===== config.mk =====
export PLATFORM = sky130hd
export DESIGN_NAME = dmem_loader
export DESIGN_NICKNAME = d
export VERILOG_FILES = /design/src/rtl/dmem_loader.sv
export SDC_FILE = /design/constraint.sdc
export NUM_CORES = 1
export LEC_CHECK = 0
export CAP_MARGIN = 25
export CORE_MARGIN = 2
export CORE_UTILIZATION = 50
export DETAILED_ROUTE_END_ITERATION = 10
export PLACE_DENSITY = 0.87
export SYNTH_ARGS = -nofsm -noshare
export SYNTH_HDL_FRONTEND = slang
export SYNTH_SLANG_ARGS = --single-unit

===== constraint.sdc =====
create_clock -name clk -period 2.35 [get_ports clk]
set_clock_uncertainty 0.05 [all_clocks]
set_input_delay 0.47 -clock clk [delete_from_list [all_inputs] [get_ports clk]]
set_output_delay 0.47 -clock clk [all_outputs]
set_load 0.02 [all_outputs]

===== src/rtl/dmem_loader.sv =====
// dmem_loader: fills data_mem from an external byte stream while the CPU is held.
// Every four stream bytes are packed little-endian into one word and written to
// consecutive word addresses starting at BASE_ADDR (the address wraps).
// Optional build macro LOADER_VERIFY_EN: after every write the word is read back
// over two cycles and compared; a mismatch sets the sticky error flag.
module dmem_loader #(
  parameter int                ADDR_W    = 8,
  parameter int                DATA_W    = 32,
  parameter logic [ADDR_W-1:0] BASE_ADDR = {ADDR_W{1'b0}}
) (
  input  logic              clk,
  input  logic              rst_n,
  input  logic              clk_enable,
  input  logic              start,
  input  logic [ADDR_W:0]   len,
  input  logic              s_valid,
  input  logic [7:0]        s_data,
  output logic              s_ready,
  output logic [ADDR_W-1:0] w_address,
  output logic [DATA_W-1:0] w_data,
  output logic              w_enable,
  output logic [ADDR_W-1:0] r_address,
  input  logic [DATA_W-1:0] o_data,
  output logic              cpu_hold,
  output logic              done,
  output logic              error
);

  localparam logic [ADDR_W:0] LEN_ZERO = {(ADDR_W+1){1'b0}};
  localparam logic [ADDR_W:0] CNT_ONE  = {{ADDR_W{1'b0}}, 1'b1};

  typedef enum logic [2:0] {
    ST_IDLE    = 3'd0,
    ST_COLLECT = 3'd1,
    ST_WRITE   = 3'd2,
    ST_DONE    = 3'd3
`ifdef LOADER_VERIFY_EN
    ,
    ST_VERIFY  = 3'd4
`endif
  } state_t;

  state_t              state_r, state_s;
  logic [ADDR_W:0]     len_r, len_s;
  logic [ADDR_W:0]     word_cnt_r, word_cnt_s;
  logic [1:0]          byte_cnt_r, byte_cnt_s;
  logic [DATA_W-1:0]   word_r, word_s;
  logic [ADDR_W-1:0]   w_address_r, w_address_s;
  logic [DATA_W-1:0]   w_data_r, w_data_s;
  logic                cpu_hold_r, cpu_hold_s;
  logic                done_r, done_s;
  logic                s_ready_s;
  logic                w_enable_s;
`ifdef LOADER_VERIFY_EN
  logic [ADDR_W-1:0]   r_address_r, r_address_s;
  logic                error_r, error_s;
  logic                vphase_r, vphase_s;
`else
  logic                unused_o_data_s;
`endif

  // Next-state and next-register computation; everything holds while clk_enable is low.
  always_comb begin
    state_s     = state_r;
    len_s       = len_r;
    word_cnt_s  = word_cnt_r;
    byte_cnt_s  = byte_cnt_r;
    word_s      = word_r;
    w_address_s = w_address_r;
    w_data_s    = w_data_r;
    cpu_hold_s  = cpu_hold_r;
    done_s      = done_r;
    s_ready_s   = 1'b0;
    w_enable_s  = 1'b0;
`ifdef LOADER_VERIFY_EN
    r_address_s = r_address_r;
    error_s     = error_r;
    vphase_s    = vphase_r;
`endif
    if (clk_enable) begin
      case (state_r)
        ST_IDLE: begin
          if (start) begin
            len_s      = len;
            word_cnt_s = LEN_ZERO;
            byte_cnt_s = 2'd0;
            done_s     = 1'b0;
            cpu_hold_s = 1'b1;
`ifdef LOADER_VERIFY_EN
            error_s    = 1'b0;
`endif
            if (len == LEN_ZERO) begin
              state_s = ST_DONE;
            end else begin
              state_s = ST_COLLECT;
            end
          end else begin
            state_s = ST_IDLE;
          end
        end
        ST_COLLECT: begin
          s_ready_s = 1'b1;
          if (s_valid) begin
            word_s[{byte_cnt_r, 3'b000} +: 8] = s_data;
            if (byte_cnt_r == 2'd3) begin
              byte_cnt_s  = 2'd0;
              w_address_s = BASE_ADDR + word_cnt_r[ADDR_W-1:0];
              w_data_s    = word_s;
              state_s     = ST_WRITE;
            end else begin
              byte_cnt_s = byte_cnt_r + 2'd1;
            end
          end else begin
            state_s = ST_COLLECT;
          end
        end
        ST_WRITE: begin
          w_enable_s = 1'b1;
          word_cnt_s = word_cnt_r + CNT_ONE;
`ifdef LOADER_VERIFY_EN
          r_address_s = w_address_r;
          vphase_s    = 1'b0;
          state_s     = ST_VERIFY;
`else
          if (word_cnt_s == len_r) begin
            state_s = ST_DONE;
          end else begin
            state_s = ST_COLLECT;
          end
`endif
        end
`ifdef LOADER_VERIFY_EN
        ST_VERIFY: begin
          // First cycle presents the address; read data is valid on the second.
          if (!vphase_r) begin
            vphase_s = 1'b1;
          end else begin
            if (o_data != w_data_r) begin
              error_s = 1'b1;
            end else begin
              error_s = error_r;
            end
            r_address_s = {ADDR_W{1'b0}};
            if (word_cnt_r == len_r) begin
              state_s = ST_DONE;
            end else begin
              state_s = ST_COLLECT;
            end
          end
        end
`endif
        ST_DONE: begin
          cpu_hold_s = 1'b0;
          done_s     = 1'b1;
          state_s    = ST_IDLE;
        end
        default: begin
          state_s = ST_IDLE;
        end
      endcase
    end else begin
      state_s = state_r;
    end
  end

  // State and datapath registers with synchronous active-low reset.
  always_ff @(posedge clk) begin
    if (!rst_n) begin
      state_r     <= ST_IDLE;
      len_r       <= LEN_ZERO;
      word_cnt_r  <= LEN_ZERO;
      byte_cnt_r  <= 2'd0;
      word_r      <= {DATA_W{1'b0}};
      w_address_r <= {ADDR_W{1'b0}};
      w_data_r    <= {DATA_W{1'b0}};
      cpu_hold_r  <= 1'b0;
      done_r      <= 1'b0;
`ifdef LOADER_VERIFY_EN
      r_address_r <= {ADDR_W{1'b0}};
      error_r     <= 1'b0;
      vphase_r    <= 1'b0;
`endif
    end else begin
      state_r     <= state_s;
      len_r       <= len_s;
      word_cnt_r  <= word_cnt_s;
      byte_cnt_r  <= byte_cnt_s;
      word_r      <= word_s;
      w_address_r <= w_address_s;
      w_data_r    <= w_data_s;
      cpu_hold_r  <= cpu_hold_s;
      done_r      <= done_s;
`ifdef LOADER_VERIFY_EN
      r_address_r <= r_address_s;
      error_r     <= error_s;
      vphase_r    <= vphase_s;
`endif
    end
  end

  assign s_ready   = s_ready_s;
  assign w_enable  = w_enable_s;
  assign w_address = w_address_r;
  assign w_data    = w_data_r;
  assign cpu_hold  = cpu_hold_r;
  assign done      = done_r;
`ifdef LOADER_VERIFY_EN
  assign r_address = r_address_r;
  assign error     = error_r;
`else
  assign r_address       = {ADDR_W{1'b0}};
  assign error           = 1'b0;
  assign unused_o_data_s = ^o_data;
`endif

endmodule


==> out/metrics.csv <==
stage,metric,value,unit
routing,1st-pass router iterations,4,
worst_setup_path,Worst EP arrival,2.31,ns
cts,cts bufs inserted,9,
yosys,Post-synth top flop,dfxtp_1,
cts,root buffer cell,clkbuf_8,
sta,Slew headroom,49.9,%
worst_setup_path,"Req. time, crit path",2.61,ns
floorplan,Std-Cell Rows,34,
cells_and_area,area of the multi-input gates,0.00239,mm^2
worst_setup_path,Startpoint Class,flip-flop,
job,Max-Cap Viols,0,
cts,insertion delay to the later sink of the worst-skew pair,0.36,ns
routing,Post-Route WL,10300,um
sta,Slew @ Worst Pin,0.740,ns
yosys,Post-synth EDFFs,0,
cells_and_area,Inserted Diodes,0,
worst_setup_path,Crit. End Element,flip-flop,
cts,Post-CTS Setup Repair Bufs,0,
cells_and_area,core utilization of the finished layout,63.2,%
sta,setup TNS,0,ns
cts,CTS Sinks,96,
sta,f_max,0.488,GHz
sta,Max Slew Vio Count,0,
power,P_leak,0.00277,uW
sta,Final Cycle Share,87.3,%
global_routing,largest net degree at the start of global routing,96,
cells_and_area,Final #Nets,629,
cells_and_area,share of cells above drive strength 1,8.39,%
worst_setup_path,CP bufs+invs,1,
floorplan,IO Count,107,
cts,CTS tree,built,
yosys,synthesis warning total,0,
cells_and_area,most frequent cells in the layout,"nand2_1 (114), dfxtp_1 (94), o211a_1 (64)",
routing,antenna-violating nets left,0,
cells_and_area,FF+latch area,0.00192,mm^2
cells_and_area,Filler cells,732,
outcome,status,completed,
yosys,Yosys top cell area share,42.7,%
floorplan,die area,0.00979,mm^2
global_routing,initial antenna violation count,0,
placement,Post-DP HPWL,7160,um
yosys,Syn Std Cell Area,0.00451,mm^2
routing,Detailed Route Iter0 Violations,187,
global_routing,global route overflow,0,
global_routing,GRT Total Usage,21.3,%
yosys,most area-hungry cell type in the Yosys netlist,dfxtp_1,
worst_setup_path,CP cell instances,inv_1 > ha_1 > nor4bb_2 > a21oi_1 > nand2_1 > o211a_1,
routing,total number of vias,3796,
yosys,syn avg cell area,8.87,um^2
cts,H-Tree Level Count,3,
routing,detailed-route DRC error count,0,
placement,gp weighted congestion,0.871,
power,PwrDens,561,mW/mm^2
floorplan,core footprint,0.00872,mm^2
routing,WL per Instance,15.2,um
floorplan,Starting Density,51.7,%
cts,clock slew at reported path FFs,0.10,ns
power,worst vdd ir,0.317,mV
yosys,#FFs+latches synth,96,
yosys,count of different cell masters after synthesis,45,
cells_and_area,final instance area,0.00551,mm^2
sta,final setup fails,0,
cts,clock tree buffer depth,2,
yosys,Mapped Cells,508,
floorplan,Die Ht,98.9,um
yosys,ranking of synthesized cells by area,"dfxtp_1 (43%), o211a_1 (14%), nand2_1 (9.5%)",
cells_and_area,"commonest non-fill, non-tap cell in the layout",nand2_1,
worst_setup_path,crit-path leading delay family,simple AND/OR/NAND/NOR gates,
worst_setup_path,Slowest Stage Delay on Critical Path,0.61,ns
worst_setup_path,WS Path Type,flip-flop to flip-flop,
sta,Min Hold Slack,0.407,ns
global_routing,vias in the first global route,3780,
sta,Final min period,2.05,ns
min_path,Hold Path Class,flip-flop to flip-flop,
worst_setup_path,slowest library cell on the worst path,nor4bb_2,
global_routing,first-pass GRT wire length,17200,um
yosys,Post-synth ARST share,0,%
sta,RSZ-0062 raised after global routing,false,
floorplan,Chip Width,98.9,um
cells_and_area,Synth-to-Final Area Change,22.3,%
placement,IO buf count,65,
sta,Final Hold Vio Count,0,
routing,DR vias/cell,5.58,
worst_setup_path,Crit Path Max Fanout,8,
yosys,register area share after synthesis,42.7,%
placement,placed cell areas,0.00529,mm^2
[worst reg2reg max path: stages (launching register included)]
cell      delay, ns
dfxtp_1        0.44
inv_1          0.12
ha_1           0.30
nor4bb_2       0.61
a21oi_1        0.22
nand2_1        0.12
o211a_1        0.15
[state kept, by name, summed over array words and instances, names as in the netlist]
signal	count
w_data	32
word_r	32
len_r	9
word_cnt_r	9
w_address	8
byte_cnt_r	2
state_r	2
cpu_hold	1
done	1
[power by group]
| part | internal (uW) | switching, uW |
|---|---|---|
| Sequential | 1660 | 26.7 |
| Clock | 507 | 600 |
| Combinational | 131 | 169 |
| Total | 2300 | 796 |
[path summary, 6_finish.rpt]
kind	from	end	slack (ns)	depth (start not counted)
worst min-delay path	w_address[2]	w_address[2]	0.41	2
worst max register to register	byte_cnt_r[1]	word_r[18]	0.30	6
worst max-delay path	byte_cnt_r[1]	word_r[18]	0.30	6
worst min register to register	w_address[2]	w_address[2]	0.41	2
[per-stage QoR]
step | power [uW] | instances | setup WS, ns
after global routing | 3210 | 680 | 0.111
after floorplan | 1910 | 516 | 0.457
final | 3090 | 680 | 0.299
after detailed placement | 2020 | 665 | -0.0272
after CTS | 3120 | 680 | 0.00926
after global placement | 2010 | 665 | 0.0120
[area by class of cell]
cell class / instances / area share, %
Tap cell: 108 / 2.45
Sequential cell: 96 / 34.9
Multi-Input combinational cell: 373 / 43.5
Clock buffer: 9 / 2.25
Inverter: 5 / 0.341
Clock inverter: 6 / 1.41
Timing Repair Buffer: 83 / 15.2
[cell families (layout without fill, tap and decap cells)]
family                     after synthesis  count (layout)  share of synthesized area (%)
and+or+nand+nor                        193             193                           21.2
AOI/OAI and AO/OA                      150             150                           26.1
DFF                                     96              96                           42.7
buffers and inverters                   47             103                           5.25
xor gates and xnor gates                13              13                           2.53
adders and majority gates                7               7                           1.94
other                                    1               9                         0.0832
muxes                                    1               1                          0.250
[metal layers]
layer | routed length [um] | global-route usage (%) | vias up | part of all wire (%)
met5 | 0 | 0 | - | 0
met4 | 123 | 6.11 | 0 | 1.2
met3 | 500 | 5.11 | 15 | 4.8
met2 | 5350 | 38.5 | 100 | 52
met1 | 4350 | 25.1 | 1810 | 42
li1 | - | - | 1871 | -
[Yosys cell counts (2+ instances only)]
cell      count
nor2b_1      40
a21oi_1      41
buf_4        11
ha_1          7
o21ai_0      11
o211ai_1      2
or3_1         3
a21boi_0     15
clkbuf_1     16
buf_2        15
and2_1        2
nor3b_1       3
a21boi_1     10
o211a_1      64
nor2_1        6
nor4b_1       2
nor3_1        4
xor2_1        5
nand3_1       4
dfxtp_1      96
nand2_1     114
nor4_1        3
inv_1         5
xnor2_1       8
[repair_timing]
action | 4_1_cts | 5_1_grt
gates resized for setup | 3 | 4
setup endpoints to repair | 12 | 34
hold buffers | 0 | 0
endpoints found under the hold margin | 0 | 0
pin swaps | 0 | 0
Power figures use the tool's default switching activity.
